## src/rtl/imem_dmem_arbiter_pkg.sv

```systemverilog
// Shared types for the instruction/data BRAM arbiter.
// Access-size encodings and the response-tracking states.
package imem_dmem_arbiter_pkg;

  localparam logic [1:0] SIZE_B = 2'b00;
  localparam logic [1:0] SIZE_H = 2'b01;
  localparam logic [1:0] SIZE_W = 2'b10;

  typedef enum logic [2:0] {
    IDLE,
    DM_PEND,
    IF_PEND,
    IF_HOLD,
    DM_HOLD
  } state_t;

endpackage

```

## src/rtl/imem_dmem_arbiter_store_lane_align.sv

```systemverilog
// Byte-lane enables and replicated write data for a store.
// Purely combinational; offset assumed already alignment-checked.
module store_lane_align
  import imem_dmem_arbiter_pkg::*;
(
  input  logic [1:0]  size,
  input  logic [1:0]  off,
  input  logic [31:0] wdata,
  output logic [3:0]  be,
  output logic [31:0] lane_wdata
);

  always_comb begin
    be         = 4'b0000;
    lane_wdata = wdata;
    unique case (1'b1)
      (size == SIZE_B): begin
        be         = 4'b0001 << off;
        lane_wdata = {4{wdata[7:0]}};
      end
      (size == SIZE_H): begin
        be         = 4'b0011 << off;
        lane_wdata = {2{wdata[15:0]}};
      end
      (size == SIZE_W): begin
        be         = 4'b1111;
        lane_wdata = wdata;
      end
      default: begin
        be         = 4'b0000;
        lane_wdata = wdata;
      end
    endcase
  end

endmodule

```

## src/rtl/imem_dmem_arbiter.sv

```systemverilog
// Single-port BRAM shared by fetch and data ports, data first.
// Tracks the outstanding read and holds fetched words under stall.
module imem_dmem_arbiter
  import imem_dmem_arbiter_pkg::*;
#(
  parameter int AW = 12,
  parameter int CW = 16
) (
  input  logic          clk,
  input  logic          reset,
  input  logic          if_req,
  input  logic [AW-1:0] if_addr,
  output logic [31:0]   if_rdata,
  output logic          if_valid,
  output logic          stall_f,
  input  logic          hold_d,
  input  logic          flush_d,
  input  logic          dm_req,
  input  logic          dm_we,
  input  logic [AW+1:0] dm_addr,
  input  logic [1:0]    dm_size,
  input  logic [31:0]   dm_wdata,
  output logic [31:0]   dm_rdata,
  output logic          dm_valid,
  output logic          dm_misalign,
  output logic          bram_en,
  output logic [3:0]    bram_we,
  output logic [AW-1:0] bram_addr,
  output logic [31:0]   bram_wdata,
  input  logic [31:0]   bram_rdata,
  output logic [CW-1:0] conflict_cnt
);

  state_t      state;
  state_t      state_nx;
  logic [31:0] hold_q;
  logic        misalign;
  logic        dm_grant;
  logic        ld_grant;
  logic        if_grant;
  logic        hold_st;
  logic        if_block;
  logic        keep;
  logic [3:0]  lane_be;

  store_lane_align u_align (
    .size       (dm_size),
    .off        (dm_addr[1:0]),
    .wdata      (dm_wdata),
    .be         (lane_be),
    .lane_wdata (bram_wdata)
  );

  always_comb begin
    misalign = (dm_size == SIZE_H && dm_addr[0])
            || (dm_size == SIZE_W && dm_addr[1:0] != 2'b00)
            || (dm_size == 2'b11);
    hold_st  = (state == IF_HOLD) || (state == DM_HOLD);
    if_block = (hold_st && (hold_d || flush_d))
            || (state == IF_PEND && hold_d);
    dm_grant = reset && dm_req && !misalign;
    ld_grant = dm_grant && !dm_we;
    if_grant = reset && if_req && !dm_req && !if_block;
    stall_f  = if_req && !if_grant;
    keep     = (hold_st || state == IF_PEND) && hold_d && !flush_d;
  end

  assign dm_misalign = dm_req && misalign;
  assign bram_en     = dm_grant || if_grant;
  assign bram_addr   = dm_grant ? dm_addr[AW+1:2] : if_addr;
  assign bram_we     = (dm_grant && dm_we) ? lane_be : 4'b0000;

  always_comb begin
    dm_valid = (state == DM_PEND) || (state == DM_HOLD);
    dm_rdata = dm_valid ? bram_rdata : 32'h0;
    if_valid = (state == IF_PEND || hold_st) && !flush_d;
    if_rdata = 32'h0;
    if (if_valid)
      if_rdata = (state == IF_PEND) ? bram_rdata : hold_q;
  end

  // A held instruction survives an interleaved load via DM_HOLD
  always_comb begin
    state_nx = IDLE;
    if (keep)
      state_nx = ld_grant ? DM_HOLD : IF_HOLD;
    else if (ld_grant)
      state_nx = DM_PEND;
    else if (if_grant)
      state_nx = IF_PEND;
  end

  always_ff @(posedge clk or negedge reset) begin
    if (!reset) begin
      state        <= IDLE;
      hold_q       <= 32'h0;
      conflict_cnt <= '0;
    end else begin
      state <= state_nx;
      if (state == IF_PEND && hold_d && !flush_d)
        hold_q <= bram_rdata;
      if (stall_f && conflict_cnt != '1)
        conflict_cnt <= conflict_cnt + 1'b1;
    end
  end

endmodule
```

## config.mk

```make
export PLATFORM = sky130hd
export DESIGN_NAME = imem_dmem_arbiter
export DESIGN_NICKNAME = d
export VERILOG_FILES = /design/src/rtl/imem_dmem_arbiter_pkg.sv /design/src/rtl/imem_dmem_arbiter_store_lane_align.sv /design/src/rtl/imem_dmem_arbiter.sv
export SDC_FILE = /design/constraint.sdc
export NUM_CORES = 1
export LEC_CHECK = 0
export ABC_AREA = 1
export CAP_MARGIN = 0
export CELL_PAD_IN_SITES_DETAIL_PLACEMENT = 2
export CELL_PAD_IN_SITES_GLOBAL_PLACEMENT = 2
export CORE_MARGIN = 1.5
export CORE_UTILIZATION = 18
export DETAILED_ROUTE_END_ITERATION = 7
export GPL_TIMING_DRIVEN = 0
export HOLD_SLACK_MARGIN = 0.06
export PLACE_DENSITY = 0.78
export SYNTH_ARGS = -nofsm -noshare
export SYNTH_HDL_FRONTEND = slang
export SYNTH_HIERARCHICAL = 1
export SYNTH_SLANG_ARGS = --single-unit
```

## constraint.sdc

```tcl
create_clock -name clk -period 2.97 [get_ports clk]
set_input_delay 0.891 -clock clk [delete_from_list [all_inputs] [get_ports clk]]
set_output_delay 0.891 -clock clk [all_outputs]
set_load 0.05 [all_outputs]
```

# ---- Yosys cells after proc, flatten, opt, wreduce, memory -nomap -nowiden
# Index checks and enable logic that the tools add are counted.
dict set report classes {
  n_addsub 1
  n_eq_ne 8
  n_shift 2
  n_mux 11
  reduce_logical 34
}
# operator n
set op_table {}
lappend op_table {{two-way mux 32 bit} 3}
lappend op_table {{case mux 32 bit (2 select lines)} 1}
lappend op_table {{logical AND 1 bit} 18}
lappend op_table {{adder 16 x 1 -> 16 bit, second input constant} 1}
lappend op_table {{inequality test 16 bit, second input constant} 1}
lappend op_table {{two-way mux 12 bit} 1}
lappend op_table {{case mux 4 bit (3 select lines)} 1}
lappend op_table {{logical OR 1 bit} 8}
lappend op_table {{equality test 3 x 2 -> 1 bit, second input constant} 2}
lappend op_table {{zero test 1 bit} 6}
lappend op_table {{two-way mux 3 bit} 2}
lappend op_table {{equality test 2 bit, second input constant} 2}
lappend op_table {{two-way mux 2 bit} 2}
lappend op_table {{two-way mux 4 bit} 1}
lappend op_table {{left shift 1 x 2 -> 4 bit, first input constant} 1}
lappend op_table {{left shift 2 x 2 -> 4 bit, first input constant} 1}
lappend op_table {{equality test 3 x 1 -> 1 bit, second input constant} 1}
lappend op_table {{equality test 3 bit, second input constant} 1}
lappend op_table {{equality test 2 x 1 -> 1 bit, second input constant} 1}
lappend op_table {{zero test 2 bit} 1}
lappend op_table {{nonzero test 2 bit} 1}
dict set report totals {
  ff_bits 51
  input_bits 99
  output_inout_bits 133
  wordCells 59
}

# ---- Logic depth before layout (Yosys ltp)
dict set report logic_depth {
  word_depth 9
  ltp_mapped 10
  depth_no_buf 9
}

# ---- Modules after synthesis
# The synthesis kept the hierarchy.
# mod n_inst cells_each area_each_um2 seq_area_each_um2
set by_module_without_submodules {}
lappend by_module_without_submodules {imem_dmem_arbiter 1 549 3460.8 1276.2}
lappend by_module_without_submodules {store_lane_align 1 102 478.0 0.0}

# ---- Least setup slack after synthesis
# OpenSTA, ideal clock, no wires.
dict set report synth_timing {
  path_kind {input -> output}
  startpoint {in dm_addr[0]}
  endpoint {out bram_addr[10]}
  arrival_ns 2.366
  required_ns 2.079
  path_slack_ns -0.287
  stages 5
  path_buffers 1
  path_cell_list {or2_1 -> o21ai_2 -> nand3_2 -> clkbuf_1 -> o21ai_1}
}
dict set report synth_via {
  elab_chain_len 7
  elab_cells_between_ends 8
  cone_classes {mux (1); reduce/logical (7)}
}
# item line_no
set synth_rtl {}
lappend synth_rtl {{start, declared} imem_dmem_arbiter.sv:20} ;# input logic [AW+1:0] dm_addr,
lappend synth_rtl {{nonzero test 2 bit} imem_dmem_arbiter.sv:56} ;# || (dm_size == SIZE_W && dm_addr[1:0] != 2'b00)
lappend synth_rtl {{logical AND 1 bit} imem_dmem_arbiter.sv:56}
lappend synth_rtl {{logical OR 1 bit *} imem_dmem_arbiter.sv:56}
lappend synth_rtl {{logical OR 1 bit *} imem_dmem_arbiter.sv:57} ;# || (dm_size == 2'b11);
lappend synth_rtl {{zero test 1 bit *} imem_dmem_arbiter.sv:61} ;# dm_grant = reset && dm_req && !misalign;
lappend synth_rtl {{logical AND 1 bit *} imem_dmem_arbiter.sv:61}
lappend synth_rtl {{two-way mux 12 bit *} imem_dmem_arbiter.sv:70} ;# assign bram_addr = dm_grant ? dm_addr[AW+1:2] : if_addr;
lappend synth_rtl {{end, declared} imem_dmem_arbiter.sv:28} ;# output logic [AW-1:0] bram_addr,
# Every way passes the cells marked *; elsewhere a longest branch is shown, timed or not.

# ---- Worst setup path in the final report
dict set report layout_timing {
  startpoint {in dm_addr[1]}
  endpoint {out bram_addr[5]}
}
dict set report layout_via {
  elab_chain_len 7
}
# item line_no
set layout_rtl {}
lappend layout_rtl {{nonzero test 2 bit} imem_dmem_arbiter.sv:56}
lappend layout_rtl {{logical AND 1 bit} imem_dmem_arbiter.sv:56}
lappend layout_rtl {{logical OR 1 bit} imem_dmem_arbiter.sv:56}
lappend layout_rtl {{logical OR 1 bit} imem_dmem_arbiter.sv:57}
lappend layout_rtl {{zero test 1 bit} imem_dmem_arbiter.sv:61}
lappend layout_rtl {{logical AND 1 bit} imem_dmem_arbiter.sv:61}
lappend layout_rtl {{two-way mux 12 bit} imem_dmem_arbiter.sv:70}
# No other way between the ends.

==> flow_summary.yaml <==
setup_path:
  arrival_ps: 2120
  critPathMaxFanout: 8
  critPathSlowestCell: "or2_4"
  r2r_cells: 9
  cp-endpoint: "bram_addr[5]"
  cp.required_ps: 2080
  path_depth: 7
  cpMostUsedCell: "o21ai_4"
  worst-path-buf-inv: 3
  crit_family: "buffers and inverters"
  cp-startpoint: "dm_addr[1]"
  start_kind: "primary input"
  path_cells: "buf_8, or2_4, o21ai_4, nand3_4, clkbuf_16, o21ai_4, buf_6"
  worstReg2RegEnd: "hold_q[5]"
  crit_path_max_incr_delay_ps: 240
  r2r_start: "state[0]"
  worstSetupPathType: "primary input to primary output"
  cp-end-kind: "primary output"
  rrSetupSlack_ps: 1000
power:
  pwr-share-seq_pct: 32.5
  finalPower_mw: 2.98
  p_comb_share_pct: 43.8
  p_switching_mw: 1.22
  p_per_area_mw_per_mm2: 429
  clockPowerShare_pct: 23.8
  leakage_nw: 3.72
  p_int_mw: 1.76
  peakVddDrop_v: 0.000387
  switching_share_pct: 41.0
placement:
  dpl.hpwl_um: 15200
  gp_congestion: 0.728
  post-place-ws_ps: -1450
  portBuffers: 230
timing:
  worst_slew_pin_slew_ps: 569
  setup_ws_ps: -45.3
  period_needed_ps: 3020
  skew_ps: 3.26
  clock.fmax_ghz: 0.332
  whs_ps: 489
  setup_violations: 12
  maxSlewHeadroom_pct: 62.0
  fin_crit_sh_pct: 102
  fin_tns_setup_ps: -416
  slew_violations: 0
  timing_hold_violations_final: 0
  rsz0062_at_grt: "yes"
min_path:
  hold_path.class: "primary input to asynchronous set/reset pin"
logic_synthesis:
  syn_inst: 651
  synth_area_mm2: 0.00394
  syn_area_per_cell_um2: 6.05
  synth_edf_count: 0
  synth_largest_area_cell: "dfrtp_1"
  ys_seq_area_share_pct: 32.4
  ys_async_sr_fraction_pct: 100
  ys_warn_count: 6
  ys_seq_elements: 51
  ys_types: 33
  synth_top_area_share_pct: 32.4
  ys.flop_type: "dfrtp_1"
  syn-num-nets: 752
  synth_area_leaders: "dfrtp_1, nand2_1, inv_1, o21ai_0, nor2_1"
clocking:
  clk_path_buf_depth: 2
  cts_tree: "built"
  hold_buffers: 0
  path_clk_slew_ps: 70
  numCtsBuffers: 5
  htree_num_levels: 2
  clkSinkCount: 51
  clock_latency_ps: 310
  cts_root_buf: "clkbuf_16"
final_layout:
  fillers: 2612
  syn2layout_area_growth_pct: 76.2
  final_core_util_pct: 32.7
  final_nets: 1008
  final_cell_mix: "nand2_1, clkdlybuf4s50_1, inv_1"
  layout_commonest_cell: "nand2_1"
  layout-drive-gt1-share_pct: 24.3
run:
  maxCapViolations: 0
floorplanning:
  io_pins: 232
  start_util_pct: 18.6
  die_w_um: 151
  core-area_mm2: 0.0212
  num_rows: 53
  die_h_um: 151
  dieArea_mm2: 0.0228
global_route:
  grt_pass1_vias: 5489
  antenna_found_initial: 2
  grt_max_degree: 33
  globalRouteOverflowTotal: 0
  grt_pass1_wl_um: 30100
  grt_util_all_layers_pct: 17.0
detailed_routing:
  vias: 5098
  dr.pass1.iters: 4
  drc: 0
  ant_nets: 0
  vias_per_cell: 4.31
  wl_per_cell_um: 16.2
  drt-initial-drc-count: 123
  routed_wl_um: 19200
run_status:
  violations: "setup timing"
  status: "finished, violations left"
-- kinds of logic after synthesis --
group | Yosys count | share of synthesized area (%)
xor gates and xnor gates | 4 | 0.890
and+or+nand+nor | 356 | 38.0
buffers and inverters | 143 | 15.5
DFF | 51 | 32.4
adders and majority gates | 2 | 0.635
AOI/OAI and AO/OA | 95 | 12.6
-- worst reg2reg max path: cells and delay by family (launching register included) --
family | cells | cell delay (ps)
simple gates | 4 | 590
buf+inv | 4 | 810
compound gates | 1 | 110
flops | 1 | 370
-- state kept, by name, summed over array words and instances, names as in the netlist --
register,count
state,3
hold_q,32
conflict_cnt,16
-- per-stage QoR --
stage / instance area, um2 / std cells
CTS: 6920 / 1179
floorplan: 4060 / 651
global placement: 6710 / 1156
global route: 6940 / 1183
finish: 6940 / 1184
detailed placement: 6720 / 1157
-- metal layers --
metal,vias to the layer above,GRT usage [%],part of all wire [%]
met3,14,3.04,4.6
met1,2457,20.5,43
met5,-,0,0.068
met2,117,31.4,51
met4,2,3.25,1.0
li1,2508,-,-
-- synthesized netlist by cell type, types with 2 or more instances --
| library cell | instances |
|---|---|
| a21oi_1 | 2 |
| buf_2 | 12 |
| buf_4 | 9 |
| buf_6 | 3 |
| clkbuf_1 | 13 |
| dfrtp_1 | 51 |
| ha_1 | 2 |
| inv_1 | 101 |
| inv_2 | 4 |
| nand2_1 | 244 |
| nand3_1 | 29 |
| nand3_2 | 3 |
| nand3_4 | 2 |
| nand3b_1 | 2 |
| nand4_1 | 14 |
| nor2_1 | 55 |
| nor2_4 | 2 |
| o21ai_0 | 75 |
| o21ai_1 | 12 |
| xnor2_1 | 3 |
-- cell type report --
class	instances	area [um2]	share of cell area, %
Tap cell	275	344	4.96
Multi-Input combinational cell	458	2270	32.7
Clock inverter	2	35.0	0.505
Clock buffer	6	139	2.00
Inverter	106	402	5.79
Antenna cell	1	2.50	0.0360
Buffer	37	293	4.22
Timing Repair Buffer	248	2180	31.4
Sequential cell	51	1280	18.4
-- power by group through the flow --
stage | combinational, mW | clock, mW | sequential (mW)
after global placement | 1.27 | 0 | 0.970
final | 1.30 | 0.709 | 0.968
after detailed placement | 1.30 | 0 | 0.979
after global routing | 1.43 | 0.754 | 0.992
after CTS | 1.32 | 0.735 | 0.970
after floorplan | 0.711 | 0 | 1.05
-- worst min path at each step --
| stage | from | end | cells after the start |
|---|---|---|---|
| 2_1_floorplan | hold_q[0] | hold_q[0] | 2 |
| 3_3_place_gp | hold_q[22] | hold_q[22] | 2 |
| 3_5_place_dp | hold_q[3] | hold_q[3] | 2 |
| 4_1_cts | hold_q[3] | hold_q[3] | 2 |
| 5_1_grt | reset | conflict_cnt[4] | 1 |
| 6_report | reset | conflict_cnt[4] | 1 |
-- repair_timing --
item,4_1_cts,5_1_grt
endpoints found under the setup margin,116,90
setup buffers,11,3
pin swaps,8,5
gates resized for setup,623,68
gates cloned,3,1
endpoints found under the hold margin,0,0
No activity file was read; power rests on OpenSTA's default activity.
